File: src/rtl/keyword_nest_checker_pkg.sv
// ---------------------------------------------------------------------------
// keyword_nest_checker_pkg
//   Shared definitions for the keyword nesting checker:
//     - word_state_e : word recogniser states (SPACE, keyword prefixes, IRR)
//     - CH_*         : delimiter and lowercase keyword letters
//     - TYPE_B/F     : block type stored on the nesting stack
//     - err_code_e   : sticky first-error codes
//     - helpers      : next-state function and keyword classification
// ---------------------------------------------------------------------------
package keyword_nest_checker_pkg;

    typedef enum logic [4:0] {
        WS_SPACE,
        WS_B,
        WS_BE,
        WS_BEG,
        WS_BEGI,
        WS_BEGIN,
        WS_E,
        WS_EN,
        WS_END,
        WS_F,
        WS_FO,
        WS_FOR,
        WS_FORK,
        WS_J,
        WS_JO,
        WS_JOI,
        WS_JOIN,
        WS_IRR
    } word_state_e;

    localparam logic [7:0] CH_DELIM = 8'h20;
    // OR-ing this bit folds uppercase letters onto lowercase.
    localparam logic [7:0] CH_CASE  = 8'h20;

    localparam logic [7:0] CH_B = 8'h62;
    localparam logic [7:0] CH_D = 8'h64;
    localparam logic [7:0] CH_E = 8'h65;
    localparam logic [7:0] CH_F = 8'h66;
    localparam logic [7:0] CH_G = 8'h67;
    localparam logic [7:0] CH_I = 8'h69;
    localparam logic [7:0] CH_J = 8'h6A;
    localparam logic [7:0] CH_K = 8'h6B;
    localparam logic [7:0] CH_N = 8'h6E;
    localparam logic [7:0] CH_O = 8'h6F;
    localparam logic [7:0] CH_R = 8'h72;

    localparam logic TYPE_B = 1'b0;
    localparam logic TYPE_F = 1'b1;

    typedef enum logic [1:0] {
        ERR_NONE      = 2'd0,
        ERR_UNDERFLOW = 2'd1,
        ERR_MISMATCH  = 2'd2,
        ERR_OVERFLOW  = 2'd3
    } err_code_e;

    // Word recogniser transition for one accepted byte. The delimiter test
    // uses the raw byte so that 8'h00 (which folds to 8'h20) is not taken as
    // a delimiter. Non-letters can never fold onto a lowercase letter.
    function automatic word_state_e next_word_state(input word_state_e s,
                                                    input logic [7:0]  ch);
        logic [7:0]  lc;
        word_state_e n;
        lc = ch | CH_CASE;
        n  = WS_IRR;
        if (ch == CH_DELIM) begin
            n = WS_SPACE;
        end else begin
            case (s)
                WS_SPACE: begin
                    if      (lc == CH_B) n = WS_B;
                    else if (lc == CH_E) n = WS_E;
                    else if (lc == CH_F) n = WS_F;
                    else if (lc == CH_J) n = WS_J;
                end
                WS_B:    if (lc == CH_E) n = WS_BE;
                WS_BE:   if (lc == CH_G) n = WS_BEG;
                WS_BEG:  if (lc == CH_I) n = WS_BEGI;
                WS_BEGI: if (lc == CH_N) n = WS_BEGIN;
                WS_E:    if (lc == CH_N) n = WS_EN;
                WS_EN:   if (lc == CH_D) n = WS_END;
                WS_F:    if (lc == CH_O) n = WS_FO;
                WS_FO:   if (lc == CH_R) n = WS_FOR;
                WS_FOR:  if (lc == CH_K) n = WS_FORK;
                WS_J:    if (lc == CH_O) n = WS_JO;
                WS_JO:   if (lc == CH_I) n = WS_JOI;
                WS_JOI:  if (lc == CH_N) n = WS_JOIN;
                default: n = WS_IRR;
            endcase
        end
        return n;
    endfunction

    function automatic logic is_opener(input word_state_e s);
        return (s == WS_BEGIN) || (s == WS_FORK);
    endfunction

    function automatic logic is_closer(input word_state_e s);
        return (s == WS_END) || (s == WS_JOIN);
    endfunction

    function automatic logic kw_type(input word_state_e s);
        return ((s == WS_FORK) || (s == WS_JOIN)) ? TYPE_F : TYPE_B;
    endfunction

endpackage

File: src/rtl/keyword_nest_checker_nest_stack.sv
// ---------------------------------------------------------------------------
// nest_stack
//   DEPTH x 1-bit LIFO holding the block type of each open nesting level.
//   Ports:
//     clk_i    : clock, rising edge
//     reset_i  : synchronous active-high reset (empties the stack)
//     push_i   : push type_i (ignored when full)
//     pop_i    : pop top entry (ignored when empty; push wins if both)
//     type_i   : type to push (TYPE_B / TYPE_F)
//     top_o    : type of the top entry (TYPE_B when empty)
//     count_o  : number of entries held
//     full_o   : count_o == DEPTH
//     empty_o  : count_o == 0
// ---------------------------------------------------------------------------
module nest_stack
    import keyword_nest_checker_pkg::*;
#(
    parameter int unsigned DEPTH = 16,
    parameter int unsigned CW    = $clog2(DEPTH + 1)
) (
    input  logic          clk_i,
    input  logic          reset_i,
    input  logic          push_i,
    input  logic          pop_i,
    input  logic          type_i,
    output logic          top_o,
    output logic [CW-1:0] count_o,
    output logic          full_o,
    output logic          empty_o
);

    logic [DEPTH-1:0] mem_q;
    logic [CW-1:0]    count_q;
    logic [CW-1:0]    count_d;

    assign full_o  = (count_q == CW'(DEPTH));
    assign empty_o = (count_q == '0);
    assign count_o = count_q;

    always_comb begin
        count_d = count_q;
        if (push_i && !full_o) begin
            count_d = count_q + 1'b1;
        end else if (pop_i && !empty_o) begin
            count_d = count_q - 1'b1;
        end
    end

    always_ff @(posedge clk_i) begin
        if (reset_i) begin
            count_q <= '0;
        end else begin
            count_q <= count_d;
        end
    end

    // Entry storage is not reset: a slot is only read after being written.
    always_ff @(posedge clk_i) begin
        for (int unsigned i = 0; i < DEPTH; i++) begin
            if (!reset_i && push_i && !full_o && (CW'(i) == count_q)) begin
                mem_q[i] <= type_i;
            end
        end
    end

    // Top entry lives at index count-1.
    always_comb begin
        top_o = TYPE_B;
        for (int unsigned i = 0; i < DEPTH; i++) begin
            if (CW'(i + 1) == count_q) begin
                top_o = mem_q[i];
            end
        end
    end

endmodule

File: config.mk
export PLATFORM = sky130hd
export DESIGN_NAME = nest_stack
export DESIGN_NICKNAME = d
export VERILOG_FILES = /design/src/rtl/keyword_nest_checker_pkg.sv /design/src/rtl/keyword_nest_checker_nest_stack.sv
export SDC_FILE = /design/constraint.sdc
export NUM_CORES = 1
export LEC_CHECK = 0
export CORE_MARGIN = 10
export CORE_UTILIZATION = 50
export CTS_BUF_LIST = sky130_fd_sc_hd__clkbuf_16
export DETAILED_ROUTE_END_ITERATION = 7
export PLACE_DENSITY = 0.76
export SLEW_MARGIN = 20
export SYNTH_ARGS = -nofsm -noshare
export SYNTH_HDL_FRONTEND = slang
export SYNTH_SLANG_ARGS = --single-unit
File: constraint.sdc
create_clock -name clk_i -period 7.1 [get_ports clk_i]
set_input_delay 2.13 -clock clk_i [delete_from_list [all_inputs] [get_ports clk_i]]
set_output_delay 2.13 -clock clk_i [all_outputs]
set_load 0.005 [all_outputs]
# Yosys cells after proc, flatten, opt, wreduce, memory -nomap -nowiden
# Index checks and enable logic that the tools add are counted.
# op_classes
addsub	2
n_eq_ne	17
muxes	18
reduce_logical	25
# ops
cell	count
$eq A4 B5 Y1 const A	8
$eq A3 B5 Y1 const A	4
$logic_and A1 B1 Y1	20
$mux W1	16
$eq A2 B5 Y1 const A	2
$mux W5	2
$add A5 B1 Y5 const B	1
$eq A1 B5 Y1 const A	1
$eq A5 B5 Y1 const A	1
$eq A5 B5 Y1 const B	1
$logic_not A5 Y1	1
$sub A5 B1 Y5 const B	1
$logic_not A1 Y1	3
$reduce_bool A2 Y1	1
# word_totals
reg_bits	21
inputBits	5
word_cells	79

# Longest topological paths before layout
# Gate-level depths: netlist of the first run.
# logic_depth
word_depth	17
ltp_mapped	9
mapped_depth_nobuf	8

# Worst setup path after synthesis of the first run
# OpenSTA, ideal clock, no wires.
# synth_timing
path_type	reg2out
startpoint	register count_q[2], in the netlist count_o[2]
endpoint	output top_o
arrival_ns	1.827
required_ns	4.970
setup_slack_ns	3.143
stages_incl_launch_ff	10
n_path_buf	2
cell_sequence	dfxtp_1 buf_2 buf_2 nand2_1 nor2_1 ha_1 inv_1 o221ai_1 nor2_1 a311o_1
# synth_via
elab_chain_len	17
# synth_lines
item	line_no	source
start, declared	keyword_nest_checker_nest_stack.sv:33	logic [CW-1:0] count_q;
start signal, assigned	keyword_nest_checker_nest_stack.sv:53	count_q <= count_d;
$eq A1 B5 Y1	keyword_nest_checker_nest_stack.sv:70	if (CW'(i + 1) == count_q) begin
$mux W1 (15 in series)	keyword_nest_checker_nest_stack.sv:70	
$mux W1 *	keyword_nest_checker_nest_stack.sv:70	
end, declared	keyword_nest_checker_nest_stack.sv:26	output logic top_o,
# Mark *: on every way between the ends. The rest lies on a longest branch, timed or not.

# Worst setup path in the final report of the first run
# Same ends and word-level chain as after synthesis.

==> results.cfg, run 1 <==
[critical_path]
end_kind = output pin
r2r-end = count_o[1]
crit_path_start_kind = flip-flop
arrival_ns = 2.92
cp_max_fo = 24
r2r_setup_slack_ns = 5.06
rr_worst_depth = 7
cp.required_ns = 4.97
worstSetupPathType = flip-flop to output pin
r2r-start = count_o[0]

[cts]
root_buffer = clkbuf_16
clock_sinks = 21
hold_buffers = 0
clk_pin_slew_worst_paths_ns = 0.06
cts_tree = done
cts.htree.levels = 1
clock_path_buffers = 2
numCtsBuffers = 3
cts_resized = 0
clkLatencyLatePin_ns = 0.26
postCtsSetupBuffers = 0

[logic_synthesis]
netlist_area_mm2 = 0.00129
ys_ff_latch = 21
synth_cell_types = 37
synthesis.nets = 146
yosys_warnings = 0
ys_seq_area_share_pct = 44.8
synthCells = 135
syn_avg_cell_area_um2 = 9.59

[floorplanning]
dieWidth_um = 70.9
die_area_mm2 = 0.00503
initial_core_util_pct = 52.3
coreArea_mm2 = 0.00248
num_rows = 18
ios = 13
chipHeight_um = 70.9

[worst_hold_path]
hold_start = count_o[0]
worst_hold_path.endpoint = count_o[0]
hold_path.class = flip-flop to flip-flop
min_path_cells = 2

[pwr]
p_total_mw = 0.619
irDropWorstVdd_v = 0.000242
power_per_cell_area_mw_per_mm2 = 420
p_leak_nw = 0.488

[global_route]
grt_overflow_total = 0
grt_start_max_net_pins = 25
antenna_found_initial = 0
use_met1_pct = 14.4
grt_pass1_wl_um = 5210
grt_pass1_vias = 1045
busiest_layer = met2
use_met3_pct = 3.21
grtUsageMet2_pct = 20.9
grt_usage_pct = 12.7

[timing]
worst-slew-pin-transition_ns = 0.831
slew_violations = 0
skew_ns = 0.00604
timing.final.crit_share_pct = 71.1
slew_headroom_pct = 44.5
fin_setup_tns_ns = 0
fmax_ghz = 0.198
rsz0062_at_grt = no
finalHoldViolCount = 0
period_minus_slack_ns = 5.05
setup_viol = 0

[status]
outcome = complete, no violations

[placed_design]
gp_congestion = 0.916
port_buffers = 12
place_hpwl_um = 2180

[final_layout]
finish.utilization_pct = 59.6
drive_above_1_share_pct = 6.29
area_delta_synth_final_pct = 14.0
layout_commonest_cell = nor2_1
insertedDiodeCount = 0
layout.cells.most_common_list = nor2_1 (18), edfxtp_1 (16), nand2_1 (14)
fin_nets = 155

[drt]
drtIter0Drc = 122
route.detailed.drc = 0
first_pass_iters = 4
avgViaCountPerCell = 6.12
drtAntennaViolNets = 0
routedWlPerCell_um = 17.8
drt-total-wl_um = 3090
via_count = 1059

[run]
cap_violations = 0
## cell type report
type / count / area (um^2)
Clock buffer: 3 / 75.1
Clock inverter: 1 / 3.75
Fill cell: 217 / 1000
Inverter: 10 / 37.5
Multi-Input combinational cell: 96 / 622
Sequential cell: 21 / 581
Tap cell: 30 / 37.5
Timing Repair Buffer: 12 / 120
## how the worst max path moves through the flow
stage / startpoint / to / slack [ns] / cells past startpoint
2_1_floorplan: count_o[2] / top_o / 3.14 / 9
6_report: count_o[2] / top_o / 2.05 / 8
4_1_cts: count_o[2] / top_o / 2.13 / 8
3_3_place_gp: count_o[2] / top_o / 2.56 / 8
3_5_place_dp: count_o[2] / top_o / 2.42 / 8
5_1_grt: count_o[2] / top_o / 1.89 / 8
## registers in the layout (all words and copies together) (netlist names)
name and count:
count_o 5, mem_q 16
## where the power goes
group / internal [mW] / switching [mW]
logic: 0.145 / 0.165
clock network: 0.0751 / 0.0442
registers: 0.148 / 0.0417
## cell usage after synthesis
library cell | n | area share [%]
nand2b_1 | 4 | 1.9
or4b_4 | 1 | 1.1
o31ai_4 | 1 | 1.6
o21ai_0 | 3 | 1.2
nand2_1 | 14 | 4.1
nand4_1 | 1 | 0.48
buf_6 | 2 | 1.7
o2111ai_1 | 2 | 1.4
buf_4 | 2 | 1.2
a2111oi_2 | 1 | 1.2
a221oi_1 | 1 | 0.68
a211oi_1 | 2 | 1.2
and2b_1 | 1 | 0.58
o221ai_1 | 1 | 0.68
nand2_2 | 1 | 0.48
nand4bb_4 | 1 | 2.1
a311o_1 | 1 | 0.77
ha_1 | 6 | 5.8
nor2b_1 | 3 | 1.4
o211ai_1 | 1 | 0.58
a21oi_1 | 9 | 3.5
inv_1 | 10 | 2.9
and2_4 | 1 | 0.68
o31ai_1 | 1 | 0.58
a31oi_1 | 1 | 0.48
xnor2_1 | 3 | 2.0
nor4_1 | 2 | 0.97
clkbuf_1 | 2 | 0.58
nor2_1 | 18 | 5.2
o21a_1 | 1 | 0.58
dfxtp_1 | 5 | 7.7
o311ai_0 | 1 | 0.68
buf_2 | 2 | 0.77
o32a_1 | 2 | 1.5
nor3_1 | 8 | 3.1
edfxtp_1 | 16 | 37
nand3_1 | 4 | 1.5
## cell families after synthesis
group | synth area share [%]
simple gates | 23.7
xor+xnor | 2.03
buf+inv | 7.15
compound gates | 16.5
flops | 44.8
fa+ha+maj | 5.80
## per-stage QoR
step           hold slack (ns)  worst slack, ns  instances  area, um^2
2_1_floorplan            0.579             3.14        135        1290
3_3_place_gp             0.600             2.56        169        1400
3_5_place_dp             0.606             2.42        169        1400
4_1_cts                  0.622             2.13        173        1480
5_1_grt                  0.651             1.89        173        1480
6_report                 0.622             2.05        173        1480
## critical path, cell delays in order (launching register included)
cell and delay, ns:
dfxtp_1 0.86, nand2_1 0.19, nor2_1 0.14, ha_1 0.20
inv_1 0.06, o221ai_1 0.30, nor2_1 0.12, a311o_1 0.33
clkdlybuf4s50_1 0.45
## per-layer routing
layer / vias up / wire length (um)
met2: 42 / 1570
li1: 498 / -
met1: 508 / 1260
met3: 11 / 167
met4: 0 / 88
met5: - / 0
(Power assumes the default switching activity.)
==> run 2, diff against run 1 <==
- PLACE_DENSITY: 0.76 -> 0.79
- clock period: 7.1 -> 4.4 ns (I/O delays scaled with it)
==> run 2 against run 1 <==
  * Utilization unchanged
  * Clock skew down 0.00063 ns
  * Total power up 59%
  * Cell count unchanged
  * Sequential share of layout area unchanged
  * Cell area unchanged
  * Largest cell class unchanged
==> results.cfg, run 2 (synthesis results as in run 1) <==
[cts]
cts_tree = done
postCtsSetupBuffers = 0
clk_pin_slew_worst_paths_ns = 0.06
cts_resized = 0
cts.htree.levels = 1
numCtsBuffers = 3
root_buffer = clkbuf_16
hold_buffers = 0
clkLatencyLatePin_ns = 0.26
clock_path_buffers = 2
clock_sinks = 21

[timing]
skew_ns = 0.00541
setup_viol = 0
worst-slew-pin-transition_ns = 0.825
fin_setup_tns_ns = 0
finalHoldViolCount = 0
period_minus_slack_ns = 4.18
rsz0062_at_grt = no
slew_headroom_pct = 44.9
slew_violations = 0
fmax_ghz = 0.239
timing.final.crit_share_pct = 95.0

[drt]
via_count = 1031
drtAntennaViolNets = 0
routedWlPerCell_um = 16.9
first_pass_iters = 4
avgViaCountPerCell = 5.96
route.detailed.drc = 0
drt-total-wl_um = 2920
drtIter0Drc = 185

[final_layout]
largest_register_ffs = 16
seq_area_um2 = 581
max_flop_register = mem_q
drive_above_1_share_pct = 6.29
layout.cells.most_common_list = nor2_1 (18), edfxtp_1 (16), nand2_1 (14)
fin_nets = 155
area_delta_synth_final_pct = 14.0
nFillCells = 208
multiInputGateArea_um2 = 622
final_cells = 173
insertedDiodeCount = 0
layout_commonest_cell = nor2_1

[placed_design]
port_buffers = 12
place_hpwl_um = 2100
gp_congestion = 0.880
place_inst = 169

[critical_path]
arrival_ns = 2.86
cp.required_ns = 3.08
crit_path_start_kind = flip-flop
rr_worst_depth = 7
cp_max_fo = 24
end_kind = output pin
worstSetupPathType = flip-flop to output pin

[pwr]
p_leak_nw = 0.488
p_int_mw = 0.595
power_per_cell_area_mw_per_mm2 = 669
pwr-share-clk_pct = 19.3
switchingPower_mw = 0.392
p_comb_share_pct = 49.6
swShare_pct = 39.8
p_seq_share_pct = 31.1
irDropWorstVdd_v = 0.000603
p_total_mw = 0.987

[floorplanning]
chipHeight_um = 70.9
dieWidth_um = 70.9
die_area_mm2 = 0.00503
num_rows = 18
coreArea_mm2 = 0.00248
ios = 13
initial_core_util_pct = 52.3

[global_route]
grt_start_max_net_pins = 25
grt_pass1_wl_um = 4970
grt_overflow_total = 0
grt_usage_pct = 12.0
antenna_found_initial = 0
grt_pass1_vias = 1049

[worst_hold_path]
hold_path.class = flip-flop to flip-flop
min_path_cells = 2

[status]
outcome = complete, no violations

[run]
cap_violations = 0
## run 2: cell counts in the layout (fill, tap and decap cells not counted)
Identical to the previous run, type by type.
## run 2: cell type report
class / instances / area share [%]
multi-input combinational: 96 / 42.1
sequential: 21 / 39.3
timing repair buffer: 12 / 8.14
clock buffer: 3 / 5.08
inverter: 10 / 2.54
tap: 30 / 2.54
clock inverter: 1 / 0.254
## run 2: power by group through the flow
stage                     Sequential [mW]  Combinational (mW)  Clock (mW)
after floorplan                     0.269               0.377           0
after global placement              0.305               0.478           0
after detailed placement            0.309               0.487           0
after CTS                           0.306               0.491       0.194
after global routing                0.313               0.551       0.200
final                               0.307               0.490       0.190
## run 2: stage by stage
step           instance area [um^2]  hold WS [ns]  worst slack [ns]  util [%]
3_3_place_gp                   1400         0.590             0.658      56.4
5_1_grt                        1480         0.667           0.00180      59.6
3_5_place_dp                   1400         0.608             0.537      56.4
4_1_cts                        1480         0.625             0.240      59.6
6_report                       1480         0.622             0.219      59.6
2_1_floorplan                  1290         0.579              1.25         -
## run 2: routing by layer
layer / GRT usage (%) / vias to the layer above / part of all wire (%)
met3: 3.07 / 5 / 7.1
met4: 4.73 / 0 / 1.5
li1: - / 501 / -
met5: 0 / - / 0
met2: 19.5 / 50 / 49
met1: 14.8 / 475 / 42
## run 2: worst paths after layout
check,from,endpoint,slack (ns)
min reg2reg,count_o[0],count_o[0],0.62
max,count_o[2],top_o,0.22
min,count_o[0],count_o[0],0.62
max reg2reg,count_o[0],count_o[1],2.35
## run 2: worst max-delay path: stages (launching register included)
cell             delay, ns
dfxtp_1               0.86
nand2_1               0.19
nor2_1                0.13
ha_1                  0.20
inv_1                 0.06
o221ai_1              0.31
a2111oi_2             0.10
a311o_1               0.31
clkdlybuf4s50_1       0.45
==> run 3, diff against run 2 <==
- CORE_MARGIN: 10 -> 1.5
==> run 3 against run 2 <==
  * Total power grew 0.68%
  * Register-to-register slack got worse by 0.02 ns
  * Worst setup slack worse by 0.0052 ns
  * Flip-flop and latch count unchanged
  * Die area decreased by 42%
  * Non-clock buffer count did not move
  * Combinational power barely moved
  * Global-route usage grew 11 points
  * Utilization rose by 0.60 points
  * Wire length fell by 1.9%
  * Sequential share of layout area about the same
  * Critical path type unchanged
  * Largest cell class unchanged
==> results.cfg, run 3 (synthesis results as in run 1) <==
[pwr]
irDropWorstVdd_v = 0.000565
power_per_cell_area_mw_per_mm2 = 673
p_leak_nw = 0.487

[placed_design]
port_buffers = 12
place_area_mm2 = 0.00140
gp_congestion = 0.858
place_hpwl_um = 1970

[worst_hold_path]
hold_path.class = flip-flop to flip-flop
hold_start = count_o[0]

[critical_path]
cp_slowest_cell = dfxtp_1
end_kind = output pin
r2r_setup_slack_ns = 2.33
crit_path_start_kind = flip-flop
path_cells = nand2_1 > nor2_1 > ha_1 > inv_1 > o221ai_1 > a2111oi_2 > a311o_1 > clkdlybuf4s50_1
r2r-end = count_o[3]
rr_worst_depth = 7
cp_num_cells = 8
r2r-start = count_o[0]
arrival_ns = 2.87
worstSetupPathType = flip-flop to output pin
crit_end = top_o
max_stage_delay_ns = 0.85
cp_max_fo = 24
cp.required_ns = 3.08
cp_num_buf_inv = 2
path_delay_family = flip-flops
critPathLaunch = count_o[2]

[cts]
clock_sinks = 21
clkLatencyLatePin_ns = 0.26
cts_tree = done
clk_pin_slew_worst_paths_ns = 0.06
clock_path_buffers = 2
numCtsBuffers = 3
root_buffer = clkbuf_16
postCtsSetupBuffers = 0
cts.htree.levels = 1
hold_buffers = 0
cts_resized = 0

[timing]
setup_viol = 0
fin_setup_tns_ns = 0
worst-slew-pin-transition_ns = 0.823
skew_ns = 0.00398
slew_headroom_pct = 45.1
timing.final.crit_share_pct = 95.1
whs_ns = 0.622
slew_violations = 0
rsz0062_at_grt = no
finalHoldViolCount = 0
fmax_ghz = 0.239
period_minus_slack_ns = 4.19

[floorplanning]
dieWidth_um = 53.9
chipHeight_um = 53.9
coreArea_mm2 = 0.00245
ios = 13
die_area_mm2 = 0.00290
initial_core_util_pct = 52.8
num_rows = 18

[drt]
route.detailed.drc = 0
routedWlPerCell_um = 16.6
first_pass_iters = 4
avgViaCountPerCell = 5.98
drt-total-wl_um = 2870
drtAntennaViolNets = 0
drtIter0Drc = 42
via_count = 1034

[run]
cap_violations = 0

[global_route]
grt_pass1_vias = 979
grt_overflow_total = 0
grt_start_max_net_pins = 25
antenna_found_initial = 0
grt_usage_pct = 23.0
grt_pass1_wl_um = 4600

[final_layout]
fin_nets = 155
layout_commonest_cell = nor2_1
max_flop_register = mem_q
insertedDiodeCount = 0
area_delta_synth_final_pct = 14.1
drive_above_1_share_pct = 6.99
largest_register_ffs = 16
layout.cells.most_common_list = nor2_1 (18), edfxtp_1 (16), nand2_1 (14)
final_cell_area_mm2 = 0.00148

[status]
outcome = complete, no violations
run 3: worst min path at each step:
stage,to,slack [ns],cells after the start
after detailed placement,count_o[0],0.61,2
after global routing,count_o[0],0.70,2
after CTS,count_o[0],0.62,2
after floorplan,count_o[0],0.58,2
after global placement,count_o[0],0.59,2
final,count_o[0],0.62,2
run 3: final cells by class:
type,instances,area (um^2)
multi-input cells,96,622
flip-flops and latches,21,581
inverters,10,37.5
well taps,30,37.5
fillers,206,977
repair buffers,12,120
clock inverters,1,5.00
clock buffers,3,75.1
run 3: worst reg2reg max path, cell delays in order (launching register included):
cell and delay, ns:
dfxtp_1 0.37, inv_1 0.15, ha_1 0.40, or4b_4 0.56
nand2_2 0.15, o31ai_4 0.08, xnor2_1 0.17, nor2_1 0.06
run 3: through the flow:
| stage | total power [mW] | cells | utilization (%) | worst slack [ns] |
|---|---|---|---|---|
| 2_1_floorplan | 0.645 | 135 | - | 1.25 |
| 3_3_place_gp | 0.784 | 169 | 56.9 | 0.682 |
| 3_5_place_dp | 0.793 | 169 | 56.9 | 0.552 |
| 4_1_cts | 0.991 | 173 | 60.2 | 0.256 |
| 5_1_grt | 1.06 | 173 | 60.2 | 0.0585 |
| 6_report | 0.994 | 173 | 60.2 | 0.214 |
run 3: routing by layer:
metal	share of wire (%)	up-vias	GRT usage [%]
li1	-	504	-
met1	45	490	28.4
met2	48	33	37.8
met3	4.0	7	4.72
met4	2.5	0	11.1
met5	0	-	0
run 3: power breakdown:
group | total (mW) | internal, mW | leakage [nW] | switching, mW
sequential | 0.309 | 0.239 | 0.185 | 0.0694
clock | 0.193 | 0.122 | 0.0409 | 0.0708
combinational | 0.492 | 0.235 | 0.260 | 0.257
total | 0.994 | 0.597 | 0.487 | 0.397
